--- src/rtl/dm_dma.sv ---
// dm_dma: single-channel word-copy DMA initiator for the data-memory/GPIO port.
// Each word is a one-cycle read strobe followed by a one-cycle write strobe.
// The word count, address stepping and abort handling are all done here.
`ifndef DM_OP_WD
`define DM_OP_WD 3'b011
`endif

module dm_dma #(
    parameter int LEN_W = 16
) (
    input  logic             clk,
    input  logic             rst,
    input  logic             start,
    input  logic [31:0]      src,
    input  logic [31:0]      dst,
    input  logic [LEN_W-1:0] len,
    input  logic             src_inc,
    input  logic             dst_inc,
    input  logic             abort,
    output logic             bus_req,
    input  logic             bus_gnt,
    output logic             dm_w,
    output logic             dm_r,
    output logic [31:0]      addr,
    output logic [31:0]      wdata,
    output logic [2:0]       dm_op,
    input  logic [31:0]      rdata,
    output logic             busy,
    output logic             done,
    output logic             err,
    output logic [LEN_W-1:0] words_done
);

    localparam logic [1:0] S_IDLE = 2'd0;
    localparam logic [1:0] S_REQ  = 2'd1;
    localparam logic [1:0] S_RD   = 2'd2;
    localparam logic [1:0] S_WR   = 2'd3;

    logic [1:0]       state_q, state_d;
    logic [31:0]      src_q, src_d, dst_q, dst_d;
    logic [LEN_W-1:0] len_q, len_d;
    logic             src_inc_q, src_inc_d, dst_inc_q, dst_inc_d;
    logic             bus_req_q, bus_req_d;
    logic             dm_w_q, dm_w_d, dm_r_q, dm_r_d;
    logic [31:0]      addr_q, addr_d, wdata_q, wdata_d;
    logic             busy_q, busy_d, done_q, done_d, err_q, err_d;
    logic [LEN_W-1:0] words_done_q, words_done_d;

    logic [31:0]      src_nxt, dst_nxt;
    logic [LEN_W-1:0] wd_nxt;

    // Next-state logic: every output is decided one cycle ahead and registered.
    always_comb begin
        state_d      = state_q;
        src_d        = src_q;
        dst_d        = dst_q;
        len_d        = len_q;
        src_inc_d    = src_inc_q;
        dst_inc_d    = dst_inc_q;
        bus_req_d    = bus_req_q;
        dm_w_d       = 1'b0;
        dm_r_d       = 1'b0;
        addr_d       = addr_q;
        wdata_d      = wdata_q;
        busy_d       = busy_q;
        done_d       = 1'b0;
        err_d        = err_q;
        words_done_d = words_done_q;

        src_nxt = src_inc_q ? src_q + 32'd4 : src_q;
        dst_nxt = dst_inc_q ? dst_q + 32'd4 : dst_q;
        wd_nxt  = words_done_q + 1'b1;

        case (state_q)
            S_IDLE: begin
                if (start) begin
                    if (src[1:0] != 2'b00 || dst[1:0] != 2'b00) begin
                        err_d  = 1'b1;
                        done_d = 1'b1;
                    end else if (len == '0) begin
                        err_d        = 1'b0;
                        done_d       = 1'b1;
                        words_done_d = '0;
                    end else begin
                        src_d        = src;
                        dst_d        = dst;
                        len_d        = len;
                        src_inc_d    = src_inc;
                        dst_inc_d    = dst_inc;
                        err_d        = 1'b0;
                        words_done_d = '0;
                        bus_req_d    = 1'b1;
                        busy_d       = 1'b1;
                        // With the grant already present the first read issues immediately.
                        if (bus_gnt) begin
                            state_d = S_RD;
                            dm_r_d  = 1'b1;
                            addr_d  = src;
                        end else begin
                            state_d = S_REQ;
                        end
                    end
                end
            end
            S_REQ: begin
                if (abort) begin
                    state_d   = S_IDLE;
                    bus_req_d = 1'b0;
                    busy_d    = 1'b0;
                    done_d    = 1'b1;
                end else if (bus_gnt) begin
                    state_d = S_RD;
                    dm_r_d  = 1'b1;
                    addr_d  = src_q;
                end
            end
            S_RD: begin
                // rdata was loaded by the responder at the mid-cycle negedge.
                wdata_d = rdata;
                if (abort) begin
                    state_d   = S_IDLE;
                    bus_req_d = 1'b0;
                    busy_d    = 1'b0;
                    done_d    = 1'b1;
                end else begin
                    // A word in flight always completes its write, grant or not.
                    state_d = S_WR;
                    dm_w_d  = 1'b1;
                    addr_d  = dst_q;
                end
            end
            default: begin
                words_done_d = wd_nxt;
                src_d        = src_nxt;
                dst_d        = dst_nxt;
                if (wd_nxt == len_q || abort) begin
                    state_d   = S_IDLE;
                    bus_req_d = 1'b0;
                    busy_d    = 1'b0;
                    done_d    = 1'b1;
                end else if (bus_gnt) begin
                    state_d = S_RD;
                    dm_r_d  = 1'b1;
                    addr_d  = src_nxt;
                end else begin
                    state_d = S_REQ;
                end
            end
        endcase
    end

    // State and output registers; reset drops the strobes without waiting for a clock.
    always_ff @(posedge clk or posedge rst) begin
        if (rst) begin
            state_q      <= S_IDLE;
            src_q        <= '0;
            dst_q        <= '0;
            len_q        <= '0;
            src_inc_q    <= 1'b0;
            dst_inc_q    <= 1'b0;
            bus_req_q    <= 1'b0;
            dm_w_q       <= 1'b0;
            dm_r_q       <= 1'b0;
            addr_q       <= '0;
            wdata_q      <= '0;
            busy_q       <= 1'b0;
            done_q       <= 1'b0;
            err_q        <= 1'b0;
            words_done_q <= '0;
        end else begin
            state_q      <= state_d;
            src_q        <= src_d;
            dst_q        <= dst_d;
            len_q        <= len_d;
            src_inc_q    <= src_inc_d;
            dst_inc_q    <= dst_inc_d;
            bus_req_q    <= bus_req_d;
            dm_w_q       <= dm_w_d;
            dm_r_q       <= dm_r_d;
            addr_q       <= addr_d;
            wdata_q      <= wdata_d;
            busy_q       <= busy_d;
            done_q       <= done_d;
            err_q        <= err_d;
            words_done_q <= words_done_d;
        end
    end

    assign bus_req    = bus_req_q;
    assign dm_w       = dm_w_q;
    assign dm_r       = dm_r_q;
    assign addr       = addr_q;
    assign wdata      = wdata_q;
    assign dm_op      = `DM_OP_WD;
    assign busy       = busy_q;
    assign done       = done_q;
    assign err        = err_q;
    assign words_done = words_done_q;

endmodule

--- config.mk ---
export PLATFORM = sky130hd
export DESIGN_NAME = dm_dma
export DESIGN_NICKNAME = d
export VERILOG_FILES = /design/src/rtl/dm_dma.sv
export SDC_FILE = /design/constraint.sdc
export NUM_CORES = 1
export LEC_CHECK = 0
export CAP_MARGIN = 20
export CORE_MARGIN = 4
export CORE_UTILIZATION = 25
export CTS_BUF_LIST = sky130_fd_sc_hd__clkbuf_2
export CTS_CLUSTER_DIAMETER = 40
export CTS_CLUSTER_SIZE = 14
export DETAILED_ROUTE_END_ITERATION = 6
export PLACE_DENSITY = 0.47
export SLEW_MARGIN = 10
export SYNTH_ARGS = -nofsm -noshare
export SYNTH_HDL_FRONTEND = slang
export SYNTH_SLANG_ARGS = --single-unit
export TNS_END_PERCENT = 100
--- constraint.sdc ---
create_clock -name clk -period 6.55 [get_ports clk]
set_input_delay 0.9825 -clock clk [delete_from_list [all_inputs] [get_ports clk]]
set_output_delay 0.9825 -clock clk [all_outputs]
set_load 0.01 [all_outputs]
Yosys cells after proc, flatten, opt, wreduce, memory -nomap -nowiden
Index checks and enable logic that the tools add are counted.
{"block": "totals", "reg_bits": 169, "in_bits": 119, "out_inout_bits": 89, "elab_cells": 105}
{"block": "op_classes", "add_sub_neg": 3, "n_eq_ne": 13, "muxes": 54, "bitwise": 3, "n_reduce_logical": 18}
{"operator": "$mux 32", "count": 17}
{"operator": "$pmux 32 s2", "count": 2}
{"operator": "$pmux 32 s3", "count": 1}
{"operator": "$add 32x3->32 const B", "count": 2}
{"operator": "$mux 16", "count": 2}
{"operator": "$pmux 16 s2", "count": 1}
{"operator": "$mux 1", "count": 19}
{"operator": "$add 16x1->16 const B", "count": 1}
{"operator": "$eq 16x16->1", "count": 1}
{"operator": "$logic_not 16->1", "count": 1}
{"operator": "$mux 2", "count": 8}
{"operator": "$ne 2x2->1 const B", "count": 7}
{"operator": "$reduce_and 4->1", "count": 3}
{"operator": "$reduce_and 5->1", "count": 2}
{"operator": "$reduce_and 9->1", "count": 1}
{"operator": "$reduce_bool 2->1", "count": 4}
{"operator": "$pmux 2 s3", "count": 1}
{"operator": "$ne 4x1->1 const B", "count": 1}
{"operator": "$pmux 1 s2", "count": 2}
{"operator": "$ne 3x3->1 const B", "count": 1}
{"operator": "$not 1->1", "count": 3}
{"operator": "$pmux 1 s3", "count": 1}
{"operator": "$reduce_and 3->1", "count": 1}
{"operator": "$reduce_bool 3->1", "count": 1}
{"operator": "7 further kinds", "count": 8}

Depth between registers and ports, before layout
{"block": "logic_depth", "word_depth": 5, "depth_mapped": 10, "depth_no_buf": 8}

Worst setup path before layout
No wires, ideal clock.
{"block": "synth_timing", "kind": "input to register", "from": "input port len[10]", "to": "register src_q[10]", "setup_time_ns": 0.126, "arrival_time_ns": 2.619, "t_required_ns": 6.424, "slack_ns": 3.805, "path_stages": 7, "n_path_buf": 1, "cell_sequence": "nor4_1 nand4_1 a31oi_1 or2_2 clkbuf_1 nor2_1 a221o_1"}
{"block": "synth_via", "elab_chain_cells": 3}
{"element": "from (decl)", "line_no": "16", "text": "input logic [LEN_W-1:0] len,"}
{"element": "$logic_not 16->1", "line_no": "80", "text": "end else if (len == '0) begin"}
{"element": "$ne 2x2->1 (no line)"}
{"element": "$reduce_and 4->1 (no line)"}
{"element": "to (signal assigned)", "line_no": "172", "text": "src_q <= src_d;"}
{"element": "to (decl)", "line_no": "40", "text": "logic [31:0] src_q, src_d, dst_q, dst_d;"}
No other way between the ends.
A chain may end at the register's enable or synchronous reset.

Final worst setup path
{"block": "layout_timing", "from": "register words_done_q[0] (netlist: words_done[0])", "to": "register addr_q[30] (netlist: addr[30])"}
{"block": "layout_via", "elab_chain_cells": 5}
{"element": "from (decl)", "line_no": "47", "text": "logic [LEN_W-1:0] words_done_q, words_done_d;"}
{"element": "from (signal assigned)", "line_no": "185", "text": "words_done_q <= words_done_d;"}
{"element": "$add 16x1->16", "line_no": "72", "text": "wd_nxt = words_done_q + 1'b1;"}
{"element": "$eq 16x16->1", "line_no": "136", "text": "if (wd_nxt == len_q || abort) begin"}
{"element": "$logic_or 1x1->1", "line_no": "136"}
{"element": "$ne 4x1->1 (no line)"}
{"element": "$reduce_and 9->1 (no line)"}
{"element": "to (signal assigned)", "line_no": "180", "text": "addr_q <= addr_d;"}
{"element": "to (decl)", "line_no": "45", "text": "logic [31:0] addr_q, addr_d, wdata_q, wdata_d;"}
No other way between the ends.

==> impl_metrics.ini <==
[clock_tree]
root_buffer = clkbuf_2
insertion_delay_ps = 820
htree_levels = 4
cts_setup_buffers = 0
cts_tree = yes
clkSinkCount = 169
post_cts_resized = 0
cts_buffers = 17
path_clk_slew_ps = 260
cts_hold_buf = 0
max-clock-path-buffers = 2

[synth]
seq_area_frac_synth = 0.425
synth_edf_count = 0
syn_inst = 1030
ys_ff_latch = 169
synth.distinct_cells = 66
synth_area_um2 = 9960
synthArstFlopShare = 1.00
synth-main-ff-cell = dfrtp_1
yosysWarnings = 0
syn_area_per_cell_um2 = 9.67

[layout]
final_common_cell = clkdlybuf4s50_1
nets = 1305
mostFrequentLayoutCells = clkdlybuf4s50_1, dfrtp_1, o21ai_0
drive_above_1_share = 0.120
area_growth_pct = 25.9

[min_path]
hp-class = reg2reg

[grt]
grt_pass1_wl_um = 52200
track_usage = 0.152
grt_pass1_vias = 8421
grt_max_degree = 96
grt_overflow = 0
antenna_found_initial = 5

[floorplan]
die_area_um2 = 43100
num_rows = 72
start_util = 0.255
die-width_um = 208
coreArea_um2 = 39000
io_pins = 208
die_h_um = 208

[sta]
finalCritPeriodShare = 0.595
rsz0062_at_grt = no
tightest_slew_ps = 947
whs_ps = 531
clock.fmax_mhz = 256
drv_slew = 0
slew_headroom = 0.369
finalSetupTns_ps = 0
setup_violations = 0
hold_viol_final = 0
period_needed_ps = 3900
clock_skew_ps = 47.6

[status]
status = finished, final reports clean

[power_and_ir_drop]
seqPwrFrac = 0.353
clkPwrFrac = 0.090
p_sw_mw = 2.60
ir_drop_mv = 0.210
power_density_nw_per_um2 = 460
swShare = 0.451
p_int_mw = 3.17
pwr-share-comb = 0.557
p_leak_nw = 4.86

[routing]
drc_errors = 0
dr_total_vias = 8781
avgRoutedWirePerCell_um = 19.4
drtAntennaViolNets = 0
postRouteWirelength_um = 33200
dr.pass1.iters = 7
drt_iter0_drc = 756
viasPerCell = 5.13

[setup_path]
critPathArrivalTime_ps = 4620
worstPathMaxFanout = 32
critical_path_class = reg2reg
end_kind = register
cp_data_required_time_ps = 7270
cp-start-kind = register

[placement]
dp_hpwl_um = 23500
io_buffers = 204
place.gp.congestion = 0.795

[flow_run]
maxCapViolCount = 0
-- cell usage after synthesis (all sizes together), types with 17 or more instances --
cell	count	area share
mux2	83	0.11
a31oi	17	0.011
a222oi	30	0.030
o21ai	102	0.051
dfrtp	169	0.42
mux2i	21	0.021
buf	34	0.022
a22oi	22	0.017
inv	19	0.0072
nor2	69	0.026
nand4	22	0.014
xnor2	28	0.025
xor2	17	0.015
nor3	19	0.010
nand2	79	0.030
clkbuf	52	0.020
a21oi	59	0.030
nand3	28	0.014
-- metal layers --
layer | wire length, µm | GRT usage | vias to the layer above | part of all wire
met2 | 15200 | 0.231 | 253 | 0.46
li1 | - | - | 4171 | -
met5 | 37 | 0 | - | 0.0011
met4 | 344 | 0.0374 | 6 | 0.010
met3 | 1940 | 0.0345 | 21 | 0.058
met1 | 15800 | 0.220 | 4330 | 0.47
-- power groups by stage --
stage | clock, mW | combinational, mW | sequential [mW]
2_1_floorplan | 0 | 2.21 | 1.92
3_3_place_gp | 0 | 3.21 | 2.05
3_5_place_dp | 0 | 3.25 | 2.06
4_1_cts | 0.561 | 3.26 | 2.03
5_1_grt | 0.595 | 3.55 | 2.12
6_report | 0.522 | 3.21 | 2.04
-- kinds of logic after synthesis --
group / share of synthesized area
AOI/OAI and AO/OA: 0.203
DFF: 0.425
other: 0.000754
xor gates and xnor gates: 0.0396
muxes: 0.126
and+or+nand+nor: 0.147
adders and majority gates: 0.00880
buffers and inverters: 0.0498
-- layout make-up --
class | count | area [µm²]
antenna | 2 | 5.00
tap | 518 | 648
inverter | 20 | 80.1
clock buffer | 18 | 90.1
clock inverter | 14 | 100
fill | 4045 | 26500
sequential | 169 | 4230
timing repair buffer | 215 | 2120
multi-input combinational | 756 | 5260
-- worst paths after layout --
path | startpoint | endpoint | slack, ps | cells after the start
setup / recovery | words_done[0]$_DFFE_PP0P_ | addr[30]$_DFFE_PP0P_ | 2650 | 8
hold / removal | src_q[1]$_DFFE_PP0P_ | src_q[1]$_DFFE_PP0P_ | 530 | 1
setup reg to reg | words_done[0]$_DFFE_PP0P_ | addr[30]$_DFFE_PP0P_ | 2650 | 8
hold reg to reg | src_q[1]$_DFFE_PP0P_ | src_q[1]$_DFFE_PP0P_ | 530 | 1
max in group asynchronous | rst | dst_q[17]$_DFFE_PP0P_ | 4610 | 3
min in group asynchronous | rst | state_q[1]$_DFFE_PP0P_ | 610 | 2
-- critical path, cell delays in order (launching register included) --
cell     delay, ps
dfrtp_1        660
ha_1           630
nand4_1        240
nor4_1         460
xnor2_1        210
nand4_1        160
nor4_4         360
o21a_4         630
mux2_2         400
-- state kept, by name, indices dropped and copies added, names as in the netlist --
register and count:
addr 32, dm_r 1, done 1, dm_w 1, wdata 32, busy 1, src_q 32, err 1
dst_inc_q 1, src_inc_q 1, dst_q 32, state_q 2, len_q 16, words_done 16
-- through the flow --
step	total power, mW	area [µm²]	util	instances	worst slack, ps
5_1_grt	6.27	12500	0.321	1712	2320
3_5_place_dp	5.31	12300	0.316	1678	2190
3_3_place_gp	5.26	12300	0.316	1678	2240
2_1_floorplan	4.13	9960	-	1031	992
6_report	5.77	12500	0.321	1712	2650
4_1_cts	5.85	12500	0.321	1710	2620
No activity file was read; power rests on OpenSTA's default activity.
